===== src/rtl/matrix_add_pkg.sv =====
// matrix_add_pkg
//   Shared definitions for the pipelined lane adder:
//   - MODE_ADD / MODE_ACC : encoding of the `mode` input
//   - state_t             : frame FSM states (IDLE = no frame open, ACC = accumulate frame open)
//   - lane_lo()           : low bit index of a lane inside a packed LANES*W vector
package matrix_add_pkg;

    localparam logic MODE_ADD = 1'b0;
    localparam logic MODE_ACC = 1'b1;

    typedef enum logic {
        ST_IDLE = 1'b0,
        ST_ACC  = 1'b1
    } state_t;

    // Lane i of a packed vector occupies bits [lane_lo(i, W) +: W].
    function automatic int lane_lo(input int lane, input int width);
        return lane * width;
    endfunction

endpackage


===== src/rtl/mia_lane_add.sv =====
// mia_lane_add
//   Combinational single-lane adder: result = acc + a + b, evaluated at W+2 bits
//   so that the sum of three W-bit operands can never be lost.
//   Ports:
//     acc, a, b : W-bit unsigned operands
//     result    : W-bit lane result (wrapped, or clamped to all-ones when SAT != 0)
//     ovf       : high when the true sum exceeds 2^W-1
module mia_lane_add
    import matrix_add_pkg::*;
#(
    parameter int W   = 16,
    parameter int SAT = 0
) (
    input  logic [W-1:0] acc,
    input  logic [W-1:0] a,
    input  logic [W-1:0] b,
    output logic [W-1:0] result,
    output logic         ovf
);

    logic [W+1:0] sum_full;

    assign sum_full = {2'b00, acc} + {2'b00, a} + {2'b00, b};

    // Any bit above the element width means the lane no longer fits.
    assign ovf    = |sum_full[W+1:W];
    assign result = ((SAT != 0) && ovf) ? {W{1'b1}} : sum_full[W-1:0];

endmodule


===== src/rtl/matrix_add_pipe.sv =====
// matrix_add_pipe
//   Lane-wise adder of two packed vectors of LANES unsigned W-bit elements with
//   wrap/saturate arithmetic, an optional per-frame accumulate mode and a single
//   registered output stage behind a valid/ready handshake on both sides.
//   Ports:
//     clk, rst_n          : clock (rising edge), asynchronous active-low reset
//     in_valid / in_ready : operand beat handshake
//     in_a, in_b          : packed operands, lane i = bits [i*W +: W]
//     in_last             : last beat of an accumulate frame
//     mode                : 0 = add, 1 = accumulate; taken on the first beat of a frame
//     out_valid/out_ready : result handshake
//     out_data            : packed result
//     out_ovf             : per-lane overflow, ORed over all beats of a frame
module matrix_add_pipe
    import matrix_add_pkg::*;
#(
    parameter int LANES = 8,
    parameter int W     = 16,
    parameter int SAT   = 0
) (
    input  logic               clk,
    input  logic               rst_n,
    input  logic               in_valid,
    output logic               in_ready,
    input  logic [LANES*W-1:0] in_a,
    input  logic [LANES*W-1:0] in_b,
    input  logic               in_last,
    input  logic               mode,
    output logic               out_valid,
    input  logic               out_ready,
    output logic [LANES*W-1:0] out_data,
    output logic [LANES-1:0]   out_ovf
);

    state_t             state_reg;
    logic [LANES*W-1:0] acc_reg;
    logic [LANES-1:0]   acc_ovf_reg;
    logic               out_valid_reg;
    logic [LANES*W-1:0] out_data_reg;
    logic [LANES-1:0]   out_ovf_reg;

    logic               in_frame;
    logic               frame_acc;
    logic               fire;
    logic               emit;
    logic [LANES*W-1:0] sum_vec;
    logic [LANES-1:0]   lane_ovf;
    logic [LANES-1:0]   ovf_total;

    // An open frame forces accumulate regardless of the live mode input, which
    // is how mode gets latched without a separate register.
    assign in_frame  = (state_reg == ST_ACC);
    assign frame_acc = in_frame || (mode == MODE_ACC);

    assign in_ready  = !out_valid_reg || out_ready;
    assign fire      = in_valid && in_ready;
    assign emit      = !frame_acc || in_last;

    // Overflow stays sticky for the whole frame; outside a frame it is per beat.
    assign ovf_total = lane_ovf | (in_frame ? acc_ovf_reg : '0);

    genvar gi;
    generate
        for (gi = 0; gi < LANES; gi++) begin : g_lane
            mia_lane_add #(
                .W   (W),
                .SAT (SAT)
            ) u_lane (
                .acc    (in_frame ? acc_reg[lane_lo(gi, W) +: W] : '0),
                .a      (in_a[lane_lo(gi, W) +: W]),
                .b      (in_b[lane_lo(gi, W) +: W]),
                .result (sum_vec[lane_lo(gi, W) +: W]),
                .ovf    (lane_ovf[gi])
            );
        end
    endgenerate

    always_ff @(posedge clk or negedge rst_n) begin
        if (!rst_n) begin
            state_reg     <= ST_IDLE;
            acc_reg       <= '0;
            acc_ovf_reg   <= '0;
            out_valid_reg <= 1'b0;
            out_data_reg  <= '0;
            out_ovf_reg   <= '0;
        end else begin
            if (out_valid_reg && out_ready) begin
                out_valid_reg <= 1'b0;
            end
            if (fire) begin
                if (emit) begin
                    // Overrides the drop above when a result is consumed and
                    // replaced in the same cycle.
                    out_valid_reg <= 1'b1;
                    out_data_reg  <= sum_vec;
                    out_ovf_reg   <= ovf_total;
                    acc_reg       <= '0;
                    acc_ovf_reg   <= '0;
                    state_reg     <= ST_IDLE;
                end else begin
                    acc_reg       <= sum_vec;
                    acc_ovf_reg   <= ovf_total;
                    state_reg     <= ST_ACC;
                end
            end
        end
    end

    assign out_valid = out_valid_reg;
    assign out_data  = out_data_reg;
    assign out_ovf   = out_ovf_reg;

endmodule


===== config.mk =====
export PLATFORM = sky130hd
export DESIGN_NAME = matrix_add_pipe
export DESIGN_NICKNAME = d
export VERILOG_FILES = /design/src/rtl/matrix_add_pkg.sv /design/src/rtl/mia_lane_add.sv /design/src/rtl/matrix_add_pipe.sv
export SDC_FILE = /design/constraint.sdc
export NUM_CORES = 1
export LEC_CHECK = 0
export ABC_AREA = 1
export CAP_MARGIN = 0
export CORE_MARGIN = 2
export CORE_UTILIZATION = 60
export CTS_CLUSTER_SIZE = 25
export DETAILED_ROUTE_END_ITERATION = 10
export GPL_ROUTABILITY_DRIVEN = 0
export PLACE_DENSITY = 0.88
export SLEW_MARGIN = 15
export SYNTH_ARGS = -nofsm -noshare
export SYNTH_HDL_FRONTEND = slang
export SYNTH_SLANG_ARGS = --single-unit

===== constraint.sdc =====
create_clock -name clk -period 7 [get_ports clk]
set_input_delay 1.05 -clock clk [delete_from_list [all_inputs] [get_ports clk]]
set_output_delay 1.05 -clock clk [all_outputs]
set_load 0.02 [all_outputs]

Yosys cells after proc, flatten, opt, wreduce, memory -nomap -nowiden
Cells that the tools add are included.
{"block": "totals", "regBits": 274, "in_bits": 262, "out_inout_bits": 138}
{"block": "classes", "n_addsub": 16, "n_mux": 15, "bitwise": 1, "reduce_logical": 16}
{"operator": "18-bit by 16-bit adder with 18-bit output", "n": 8}
{"operator": "16-bit by 16-bit adder with 17-bit output", "n": 8}
{"operator": "128-bit 2-to-1 mux", "n": 1}
{"operator": "16-bit 2-to-1 mux", "n": 8}
{"operator": "8-bit 2-to-1 mux", "n": 2}
{"operator": "2-bit OR reduction", "n": 8}
{"operator": "8-bit OR", "n": 1}
{"operator": "1-bit 2-to-1 mux", "n": 4}
{"operator": "1-bit logical OR", "n": 3}
{"operator": "1-bit logical AND", "n": 2}
{"operator": "1-bit logical NOT", "n": 2}
{"operator": "2-bit AND reduction", "n": 1}

Longest topological paths before layout
Gate-level depths: netlist (run 1).
{"block": "depth", "depth_word": 6, "depth_mapped": 32, "ltp_nobuf": 29}

By module
A second synthesis (run 1) with hierarchy kept.
{"block": "hier_totals", "cells_unflattened": 3005, "hier_area_um2": 21818.4}
{"module": "matrix_add_pipe", "n_inst": 1, "cells_each": 1486, "area_each_um2": 11865.1}
{"module": "mia_lane_add at g_lane[3].u_lane ...", "n_inst": 4, "cells_each": 188, "area_each_um2": 1226.2}
{"module": "mia_lane_add at g_lane[0].u_lane ...", "n_inst": 2, "cells_each": 189, "area_each_um2": 1255.0}
{"module": "mia_lane_add at g_lane[2].u_lane", "n_inst": 1, "cells_each": 198, "area_each_um2": 1278.7}
{"module": "mia_lane_add at g_lane[1].u_lane", "n_inst": 1, "cells_each": 191, "area_each_um2": 1260.0}

Least setup slack after synthesis (run 1)
No wires, ideal clock.
{"block": "synth_timing", "kind": "input -> register", "start": "input port in_a[48]", "end": "register acc_ovf_reg[3]", "setup_ns": 0.116, "t_arrival_ns": 3.518, "setup_slack_ns": 3.366, "stages": 26, "n_path_buf": 0, "path_cell_list": "ha_1 > inv_1 > fa_1 > inv_1 > nand3_1 > nand2_1 > nand2_1 > nand2_2 > a21oi_1 > o21ai_1 > nand2_1 > nand3_1 > nand2_1 > ha_1 > nand2_1 > inv_1 > nand2_1 > nand2_1 > a21oi_1 > nand2_1 > nand2_1 > nand2_1 > inv_1 > nand3_2 > nand2_1 > nand2_1"}
{"block": "synth_via", "elab_chain_len": 5}
{"item": "from (decl)", "line": "matrix_add_pipe.sv:25", "source": "input logic [LANES*W-1:0] in_a,"}
{"item": "16-bit by 16-bit adder with 17-bit output", "line": "mia_lane_add.sv:23", "source": "assign sum_full = {2'b00, acc} + {2'b00, a} + {2'b00, b};"}
{"item": "18-bit by 16-bit adder with 18-bit output", "line": "mia_lane_add.sv:23"}
{"item": "2-bit OR reduction", "line": "mia_lane_add.sv:26", "source": "assign ovf = |sum_full[W+1:W];"}
{"item": "8-bit OR", "line": "matrix_add_pipe.sv:60", "source": "assign ovf_total = lane_ovf | (in_frame ? acc_ovf_reg : '0);"}
{"item": "8-bit 2-to-1 mux", "line": "matrix_add_pipe.sv:91", "source": "if (emit) begin"}
{"item": "to (signal assigned)", "line": "matrix_add_pipe.sv:102", "source": "acc_ovf_reg <= ovf_total;"}
{"item": "to (decl)", "line": "matrix_add_pipe.sv:37", "source": "logic [LANES-1:0] acc_ovf_reg;"}
Every way passes these cells.
A chain may end at the register's enable or synchronous reset.

Worst setup path after layout (run 1)
{"block": "layout_timing", "start": "register state_reg (netlist: in_frame)", "end": "register out_ovf_reg[1] (netlist: out_ovf[1])"}
{"block": "layout_via", "elab_chain_len": 5}
{"item": "from (decl)", "line": "matrix_add_pipe.sv:35", "source": "state_t state_reg;"}
{"item": "from (signal assigned)", "line": "matrix_add_pipe.sv:80", "source": "state_reg <= ST_IDLE;"}
{"item": "from (signal assigned)", "line": "matrix_add_pipe.sv:99", "source": "state_reg <= ST_IDLE;"}
{"item": "from (signal assigned)", "line": "matrix_add_pipe.sv:103", "source": "state_reg <= ST_ACC;"}
{"item": "16-bit 2-to-1 mux", "line": "matrix_add_pipe.sv:69", "source": ".acc (in_frame ? acc_reg[lane_lo(gi, W) +: W] : '0),"}
{"item": "16-bit by 16-bit adder with 17-bit output", "line": "mia_lane_add.sv:23"}
{"item": "18-bit by 16-bit adder with 18-bit output", "line": "mia_lane_add.sv:23"}
{"item": "2-bit OR reduction", "line": "mia_lane_add.sv:26"}
{"item": "8-bit OR", "line": "matrix_add_pipe.sv:60"}
{"item": "to (signal assigned)", "line": "matrix_add_pipe.sv:96", "source": "out_ovf_reg <= ovf_total;"}
{"item": "to (decl)", "line": "matrix_add_pipe.sv:40", "source": "logic [LANES-1:0] out_ovf_reg;"}
Parallel ways exist; a longest one is shown, timed or not.

==> flow_summary.ini, run 1 <==
[status]
status = complete, no violations

[worst_setup_path]
cp_max_fo = 67
critPathLaunchType = flop
critPathKind = reg -> reg
endpoint_kind = flop
required_ps = 7430
cp.arrival_ps = 4850

[global_route]
grt_pass1_vias = 23950
grt_pass1_wl_um = 114700
grt_overflow_total = 0
met2_usage_pct = 55.63
grtUsageTotal_pct = 33.92
grt_max_degree = 115
grt_use_met1_pct = 42.85
use_met3_pct = 7.079
top_usage_layer = met2
antenna_found_initial = 8

[clock_network]
clk_path_buf_depth = 3
cts_tree = done
clk_latency_ps = 540
cts.sink_count = 274
cts.repair.resized = 0
cts_max_level = 2
hold_buffers = 0
clk_pin_slew_ps = 60
post_cts_buffers = 0
cts_buffers = 34
cts-root-buf = clkbuf_16

[synthesis]
async_reset_ff_share_pct = 100.0
syn_area_per_cell_um2 = 6.823
synth_cells = 3521
seq_area_frac_synth_pct = 28.54
netlist_area_um2 = 24030
synth_edf_count = 0
syn_nets = 4055
yosysUniqueCellTypes = 43
synth_flop_cell = dfrtp_1
ys_ff_latch = 274
yosys_warnings = 0

[timing]
worst_pin_slew_ps = 1104
fin_crit_sh_pct = 63.20
post-route-min-period_ps = 4424
slew_headroom_pct = 26.42
final.setup.tns_ps = 0
grt_setup_unrepaired = false
drv_slew = 0
hold_viol_final = 0
fin_ws_ps = 2576
setup_viol = 0
fin_worst_skew_ps = 27.39
max_freq_ghz = 0.2261

[routing]
drcViolationCount = 0
vias = 24350
wl_per_cell_um = 15.86
firstDrtPassIters = 6
drt_iter0_drc = 1602
wl_um = 70600
via_per_inst = 5.470
ant_nets = 0

[pwr]
ir_drop_v = 0.0002477
leakage_nw = 16.68
power_density_nw_per_um2 = 285.2

[die]
die_w_um = 204.1
die_h_um = 204.1
die_area_um2 = 41660
start_util_pct = 60.61
num_io_pins = 400
std_cell_rows = 73
core_um2 = 39640

[place]
portBuffers = 399
dp_hpwl_um = 53630
dp_cells = 4385
pre_cts_slack_ps = 2462

[min_path]
hold_class = reg -> reg

[cells_and_area]
drive_gt1_share_pct = 3.599
final_cells = 4451
nFillCells = 3064
nets = 4430
syn2layout_area_growth_pct = 23.50
final_cell_mix = nand2_1 (1297), inv_1 (473), clkdlybuf4s50_1 (398)
final_common_cell = nand2_1

[run]
cap_viol_max_count = 0
[per-layer routing]
layer / vias up / part of all wire, %
met3: 204 / 8.4
met1: 11170 / 42
met2: 935 / 45
li1: 12030 / -
met5: - / 0.044
met4: 4 / 4.6
[cell families after synthesis]
logic type	synth area share (%)
buffers and inverters	8.858
adder cells (fa/ha/maj)	14.67
AO/OA/AOI/OAI	11.65
AND/OR/NAND/NOR	30.02
XOR/XNOR	6.270
flip-flops	28.54
[stage by stage]
step	utilization (%)	cell area [µm²]	hold WS, ps	power, mW
2_1_floorplan	-	24030	448.9	4.948
3_3_place_gp	71.80	28460	461.8	6.413
3_5_place_dp	71.80	28460	464.2	6.499
4_1_cts	74.80	29650	480.5	8.452
5_1_grt	74.84	29670	495.4	9.039
6_report	74.85	29670	474.5	8.464
[report_power, final]
| part | internal, mW | total, mW | switching, mW | leakage (nW) |
|---|---|---|---|---|
| registers | 2.07 | 2.41 | 0.343 | 3.51 |
| clock network | 1.17 | 1.90 | 0.735 | 0.579 |
| logic | 1.69 | 4.15 | 2.46 | 12.6 |
| total | 4.93 | 8.46 | 3.54 | 16.7 |
[synth_stat cells, types with 4 or more instances]
cell / count / area share, %
o21ai_1: 5 / 0.10
nor2_2: 13 / 0.34
nand2_1: 1298 / 20
fa_1: 16 / 1.3
o21bai_1: 32 / 1.0
o31ai_1: 6 / 0.19
nand2_2: 22 / 0.57
nand3_1: 178 / 3.7
inv_1: 473 / 7.4
nand3_2: 6 / 0.25
a22o_1: 4 / 0.15
buf_2: 33 / 0.69
a21oi_2: 12 / 0.44
a211oi_1: 4 / 0.12
nor3_1: 19 / 0.40
xnor2_1: 82 / 3.0
buf_1: 4 / 0.062
a21o_1: 19 / 0.59
or2_2: 8 / 0.21
or2_1: 18 / 0.47
a31oi_1: 29 / 0.76
nand4_1: 24 / 0.62
a21oi_1: 191 / 4.0
nand3b_1: 22 / 0.69
xor2_1: 90 / 3.3
o21ai_2: 4 / 0.15
buf_4: 7 / 0.22
clkbuf_1: 29 / 0.45
o21ai_0: 186 / 3.9
dfrtp_1: 274 / 29
ha_1: 256 / 13
and3_1: 9 / 0.23
nor2_1: 128 / 2.0
[worst paths after layout]
path / startpoint / to / slack (ps) / cells after the start
worst max register to register: in_frame / out_ovf[1] / 2580 / 23
worst min register to register: out_data[25] / out_data[25] / 470 / 2
worst max-delay path: in_frame / out_ovf[1] / 2580 / 23
worst min-delay path: out_data[25] / out_data[25] / 470 / 2
max in group asynchronous: rst_n / out_data[22] / 5020 / 2
min in group asynchronous: rst_n / out_data[88] / 590 / 1
[critical path, stage by stage, from the launching register on]
cell     delay (ps)
dfrtp_4        1010
buf_4           370
nand2_1         110
inv_1            80
ha_1            280
a21oi_1         170
o21ai_1          80
nor2_1          270
o21ai_2         140
and2_1          170
o21ai_1         120
inv_1            50
nor2_1           90
ha_1            290
a21oi_1         320
nand2_1         100
a21oi_1         170
nand2_1          70
nand2_1          70
nand2_1          50
inv_1            50
nand3_1          90
nand2_1          80
nand2_1          70
[area by class of cell]
class / count / area [µm²] / share of cell area, %
Tap cell: 525 / 656.9 / 2.214
Sequential cell: 274 / 6860 / 23.12
Multi-Input combinational cell: 2698 / 15060 / 50.75
Clock inverter: 15 / 220.2 / 0.7421
Clock buffer: 43 / 968.4 / 3.264
Antenna cell: 8 / 20.02 / 0.06747
Inverter: 476 / 1792 / 6.038
Timing Repair Buffer: 412 / 4096 / 13.81
(Power assumes the default switching activity.)
==> run 2, diff against run 1 <==
--- a/config.mk
+++ b/config.mk
@@ -8,11 +8,11 @@
 export ABC_AREA = 1
 export CAP_MARGIN = 0
 export CORE_MARGIN = 2
-export CORE_UTILIZATION = 60
+export CORE_UTILIZATION = 55
 export CTS_CLUSTER_SIZE = 25
 export DETAILED_ROUTE_END_ITERATION = 10
 export GPL_ROUTABILITY_DRIVEN = 0
-export PLACE_DENSITY = 0.88
+export PLACE_DENSITY = 0.81
 export SLEW_MARGIN = 15
 export SYNTH_ARGS = -nofsm -noshare
 export SYNTH_HDL_FRONTEND = slang
==> constraint.sdc (replaced) <==
create_clock -name clk -period 4.32 [get_ports clk]
set_input_delay 0.648 -clock clk [delete_from_list [all_inputs] [get_ports clk]]
set_output_delay 0.648 -clock clk [all_outputs]
set_load 0.02 [all_outputs]
==> run 2 against run 1 <==
- sequential share of layout area down 0.23 points
- critical path depth up 4
- count of clock-buffer cells in the layout down 1
- power up 65%
- die area up 8.9%
- routed wire length up 0.52%
- global-route usage down 2.8 points
- non-clock buffer count up 5
- clock skew down 7.1 ps
- utilization down 5.3 points
- critical path type unchanged
- critical endpoint is now out_ovf[0]
- highest routed layer unchanged
==> flow_summary.ini, run 2 (synthesis gave the netlist of run 1 again) <==
[worst_setup_path]
r2r_slack_ps = 300
r2r_cells = 27
critPathKind = reg -> reg
endpoint_kind = flop
cp.arrival_ps = 4440
cp_max_fo = 25
required_ps = 4740
slowest_stage = dfrtp_4
critPathLaunchType = flop
reg2reg_to = out_ovf[0]
path_delay_family = simple AND/OR/NAND/NOR gates
critPathMaxStageDelay_ps = 630
r2r_start = in_frame
crit_top_cell = nand2_1
worst-path-buf-inv = 6

[die]
die_w_um = 213.0
die_area_um2 = 45370
start_util_pct = 55.77
num_io_pins = 400
die_h_um = 213.0
core_um2 = 43080
std_cell_rows = 76

[place]
dp_hpwl_um = 54380
dp_cells = 4450
portBuffers = 399

[cells_and_area]
final_cell_mix = nand2_1 (1297), inv_1 (473), clkdlybuf4s50_1 (398)
syn2layout_area_growth_pct = 24.73
final_common_cell = nand2_1
nets = 4436
utilization_pct = 69.57
final_cells = 4521
drive_gt1_share_pct = 3.896

[clock_network]
cts_tree = done
clk_latency_ps = 540
clk_pin_slew_ps = 70
cts-root-buf = clkbuf_16
post_cts_buffers = 0
clk_path_buf_depth = 3
cts_max_level = 2
cts_buffers = 35
cts.sink_count = 274

[routing]
drcViolationCount = 0
firstDrtPassIters = 6
vias = 23750
drt_iter0_drc = 1611
wl_per_cell_um = 15.70
via_per_inst = 5.252
ant_nets = 0
wl_um = 70970

[global_route]
grt_max_degree = 126
antenna_found_initial = 13
grt_overflow_total = 0
grt_pass1_vias = 22790
grtUsageTotal_pct = 31.15
grt_pass1_wl_um = 113000

[timing]
max_freq_ghz = 0.2485
hold_viol_final = 0
worst_pin_slew_ps = 1021
fin_hold_ws_ps = 107.8
grt_setup_unrepaired = false
slew_headroom_pct = 31.93
setup_viol = 0
post-route-min-period_ps = 4024
final.setup.tns_ps = 0
drv_slew = 0
fin_worst_skew_ps = 20.26
fin_crit_sh_pct = 93.16

[pwr]
ir_drop_v = 0.0004769
power_density_nw_per_um2 = 465.5
leakage_nw = 16.78

[run]
cap_viol_max_count = 0

[min_path]
hold_class = in -> async

[status]
status = complete, no violations
==> run 2: worst max-delay path by stage <==
stage	from	to	slack, ps	depth (start not counted)
after global routing	in_frame	out_data[15]	30	23
after global placement	in_a[48]	out_data[63]	280	21
after floorplan	in_frame	out_ovf[1]	690	31
after CTS	in_frame	out_ovf[0]	370	27
after detailed placement	in_a[48]	out_ovf[3]	200	27
final	in_frame	out_ovf[0]	300	27
==> run 2: through the flow <==
step           area [µm²]  setup slack (ps)  power (mW)
2_1_floorplan       24030             693.3       8.017
3_3_place_gp        28660             281.6       10.48
3_5_place_dp        28660             201.1       10.58
4_1_cts             29940             369.6       13.95
5_1_grt             29970             29.56       14.89
6_report            29970             295.5       13.95
==> run 2: power breakdown <==
part,total [mW],switching (mW),internal [mW]
sequential,3.87,0.517,3.35
combinational,6.79,4.03,2.76
clock,3.29,1.26,2.03
total,14.0,5.81,8.14
==> run 2: area by class of cell <==
type                            count  area, µm²
Fill cell                        3638      13110
Tap cell                          585      732.0
Inverter                          476       1792
Sequential cell                   274       6860
Antenna cell                        9      22.52
Multi-Input combinational cell   2698      15060
Timing Repair Buffer              417       4225
Clock buffer                       42      962.2
Clock inverter                     20      315.3
==> run 2: metal layers <==
layer	part of all wire (%)	track usage, %	vias to the layer above
met5	0.082	0	-
met4	3.3	10.88	10
met3	8.4	7.001	140
met2	45	50.56	822
met1	43	40.88	10740
li1	-	-	12040
==> run 2: repair_timing <==
| action | 4_1_cts | 5_1_grt |
|---|---|---|
| gates resized for setup | 0 | 1 |
| hold buffers | 0 | 0 |
| setup endpoints to repair | 0 | 2 |
==> run 3, diff against run 2 <==
--- a/config.mk
+++ b/config.mk
@@ -6,14 +6,16 @@
 export NUM_CORES = 1
 export LEC_CHECK = 0
 export ABC_AREA = 1
-export CAP_MARGIN = 0
+export CAP_MARGIN = 20
 export CORE_MARGIN = 2
 export CORE_UTILIZATION = 55
 export CTS_CLUSTER_SIZE = 25
 export DETAILED_ROUTE_END_ITERATION = 10
 export GPL_ROUTABILITY_DRIVEN = 0
 export PLACE_DENSITY = 0.81
+export RECOVER_POWER = 50
 export SLEW_MARGIN = 15
 export SYNTH_ARGS = -nofsm -noshare
 export SYNTH_HDL_FRONTEND = slang
 export SYNTH_SLANG_ARGS = --single-unit
+export TNS_END_PERCENT = 5
==> run 3 against run 2 <==
- the run now ends with max-capacitance violations, max-slew violations left
- clock power is essentially flat
- count of clock-buffer cells in the layout did not move
- final cell count is the same
- power decreased by 0.76%
- routed wire length is 0.13% lower
- first-iteration DRC count grew 0.68%
- worst hold slack improved by 360 ps
- die area is the same
- critical endpoint unchanged
- largest power group unchanged
==> flow_summary.ini, run 3 (synthesis gave the netlist of run 1 again) <==
[min_path]
hold_class = reg -> reg

[timing]
setup_viol = 0
post-route-min-period_ps = 4010
worst_pin_slew_ps = 3126
grt_setup_unrepaired = false
fin_worst_skew_ps = 20.96
fin_crit_sh_pct = 92.83
max_freq_ghz = 0.2494
final.setup.tns_ps = 0
fin_hold_ws_ps = 468.5
slew_headroom_pct = -108.4
drv_slew = 117
hold_viol_final = 0

[place]
dp_hpwl_um = 54380
portBuffers = 399

[clock_network]
clk_latency_ps = 540
cts-root-buf = clkbuf_16
cts_tree = done
cts_buffers = 35
cts.sink_count = 274
cts_max_level = 2
clk_pin_slew_ps = 60
clk_path_buf_depth = 3

[die]
num_io_pins = 400
die_h_um = 213.0
die_area_um2 = 45370
std_cell_rows = 76
die_w_um = 213.0
core_um2 = 43080
start_util_pct = 55.77

[global_route]
grt_overflow_total = 0
grt_pass1_vias = 22790
grt_pass1_wl_um = 113000
grt_max_degree = 126
antenna_found_initial = 13
grtUsageTotal_pct = 31.15

[worst_setup_path]
critPathLaunchType = flop
required_ps = 4740
cp.arrival_ps = 4430
cp_max_fo = 25
endpoint_kind = flop
critPathKind = reg -> reg

[routing]
wl_per_cell_um = 15.68
wl_met2_um = 31720
top_layer = met5
ant_nets = 0
via_per_inst = 5.258
firstDrtPassIters = 6
drcViolationCount = 0
drt_iter0_drc = 1622
wl_met3_um = 5729
wl_um = 70880
wl_met1_um = 31020
vias = 23770

[cells_and_area]
utilization_pct = 69.52
nets = 4436
final_cell_mix = nand2_1 (1298), inv_1 (473), clkdlybuf4s50_1 (331)
drive_gt1_share_pct = 3.871
final_common_cell = nand2_1
syn2layout_area_growth_pct = 24.64
nFillCells = 3643

[pwr]
ir_drop_v = 0.0004720
power_density_nw_per_um2 = 462.4
leakage_nw = 16.84
p_total_mw = 13.85

[run]
cap_viol_max_count = 1

[status]
status = finished, violations left
failed_checks = max-capacitance violations, max-slew violations
==> run 3: changes by cell type in the layout (fill, tap and decap cells not counted), sizes merged <==
cell / delta
buf: -3
clkbuf: +3
clkdlybuf4s50: -67
dlygate4sd3: +67
==> run 3: cell type report <==
cell class	count	area [µm²]	share of cell area, %
diodes	9	22.52	0.07521
clock buffers	42	962.2	3.213
clock inverters	20	315.3	1.053
inverters	476	1792	5.983
multi-input cells	2698	15050	50.26
flip-flops and latches	274	6860	22.91
well taps	585	732.0	2.444
repair buffers	417	4210	14.06
==> run 3: through the flow <==
| stage | cells | worst slack, ps | area, µm² |
|---|---|---|---|
| after floorplan | 3521 | 693.3 | 24030 |
| after global placement | 4450 | 281.6 | 28660 |
| after detailed placement | 4450 | 201.1 | 28660 |
| after CTS | 4512 | 369.6 | 29940 |
| after global routing | 4520 | 28.49 | 29940 |
| final | 4521 | 309.7 | 29950 |
==> run 3: worst max-delay path, cell delays in order (launching register included) <==
cell and delay [ps]:
dfrtp_4 630, buf_12 230, nand2_1 70, inv_1 70, ha_1 200, inv_1 90
fa_1 430, inv_1 70, nand3_1 60, nand2_1 140, nand2_1 90, nand2_2 130
a21oi_1 120, o21bai_1 200, xor2_1 180, ha_1 300, nand2_1 110, inv_1 40
nand2_1 60, nand2_1 50, a21oi_1 180, nand2_1 70, nand2_1 60, nand2_1 40
inv_1 60, nand3_2 80, nand2_1 60, nand2_1 60
==> run 3: report_power, final <==
group | internal, mW | switching (mW)
Clock | 2.03 | 1.26
Sequential | 3.35 | 0.506
Combinational | 2.67 | 4.03
Total | 8.05 | 5.79
==> run 3: timing repair <==
action	4_1_cts	5_1_grt
hold buffers	0	0
setup endpoints to repair	0	2
gates resized for setup	0	1
buffers inserted	0	0
==> run 3: worst paths after layout <==
kind	depth (start not counted)	startpoint	slack, ps	endpoint
min in group asynchronous	1	rst_n	1050	out_data[39]
worst max register to register	27	in_frame	310	out_ovf[0]
worst max-delay path	27	in_frame	310	out_ovf[0]
worst min-delay path	2	out_data[14]	470	out_data[14]
worst min register to register	2	out_data[14]	470	out_data[14]
max in group asynchronous	1	rst_n	1020	in_frame
==> run 3: layer usage <==
metal | global-route usage [%] | vias up
li1 | - | 12040
met1 | 40.88 | 10820
met2 | 50.56 | 765
met3 | 7.001 | 140
met4 | 10.88 | 10
met5 | 0 | -
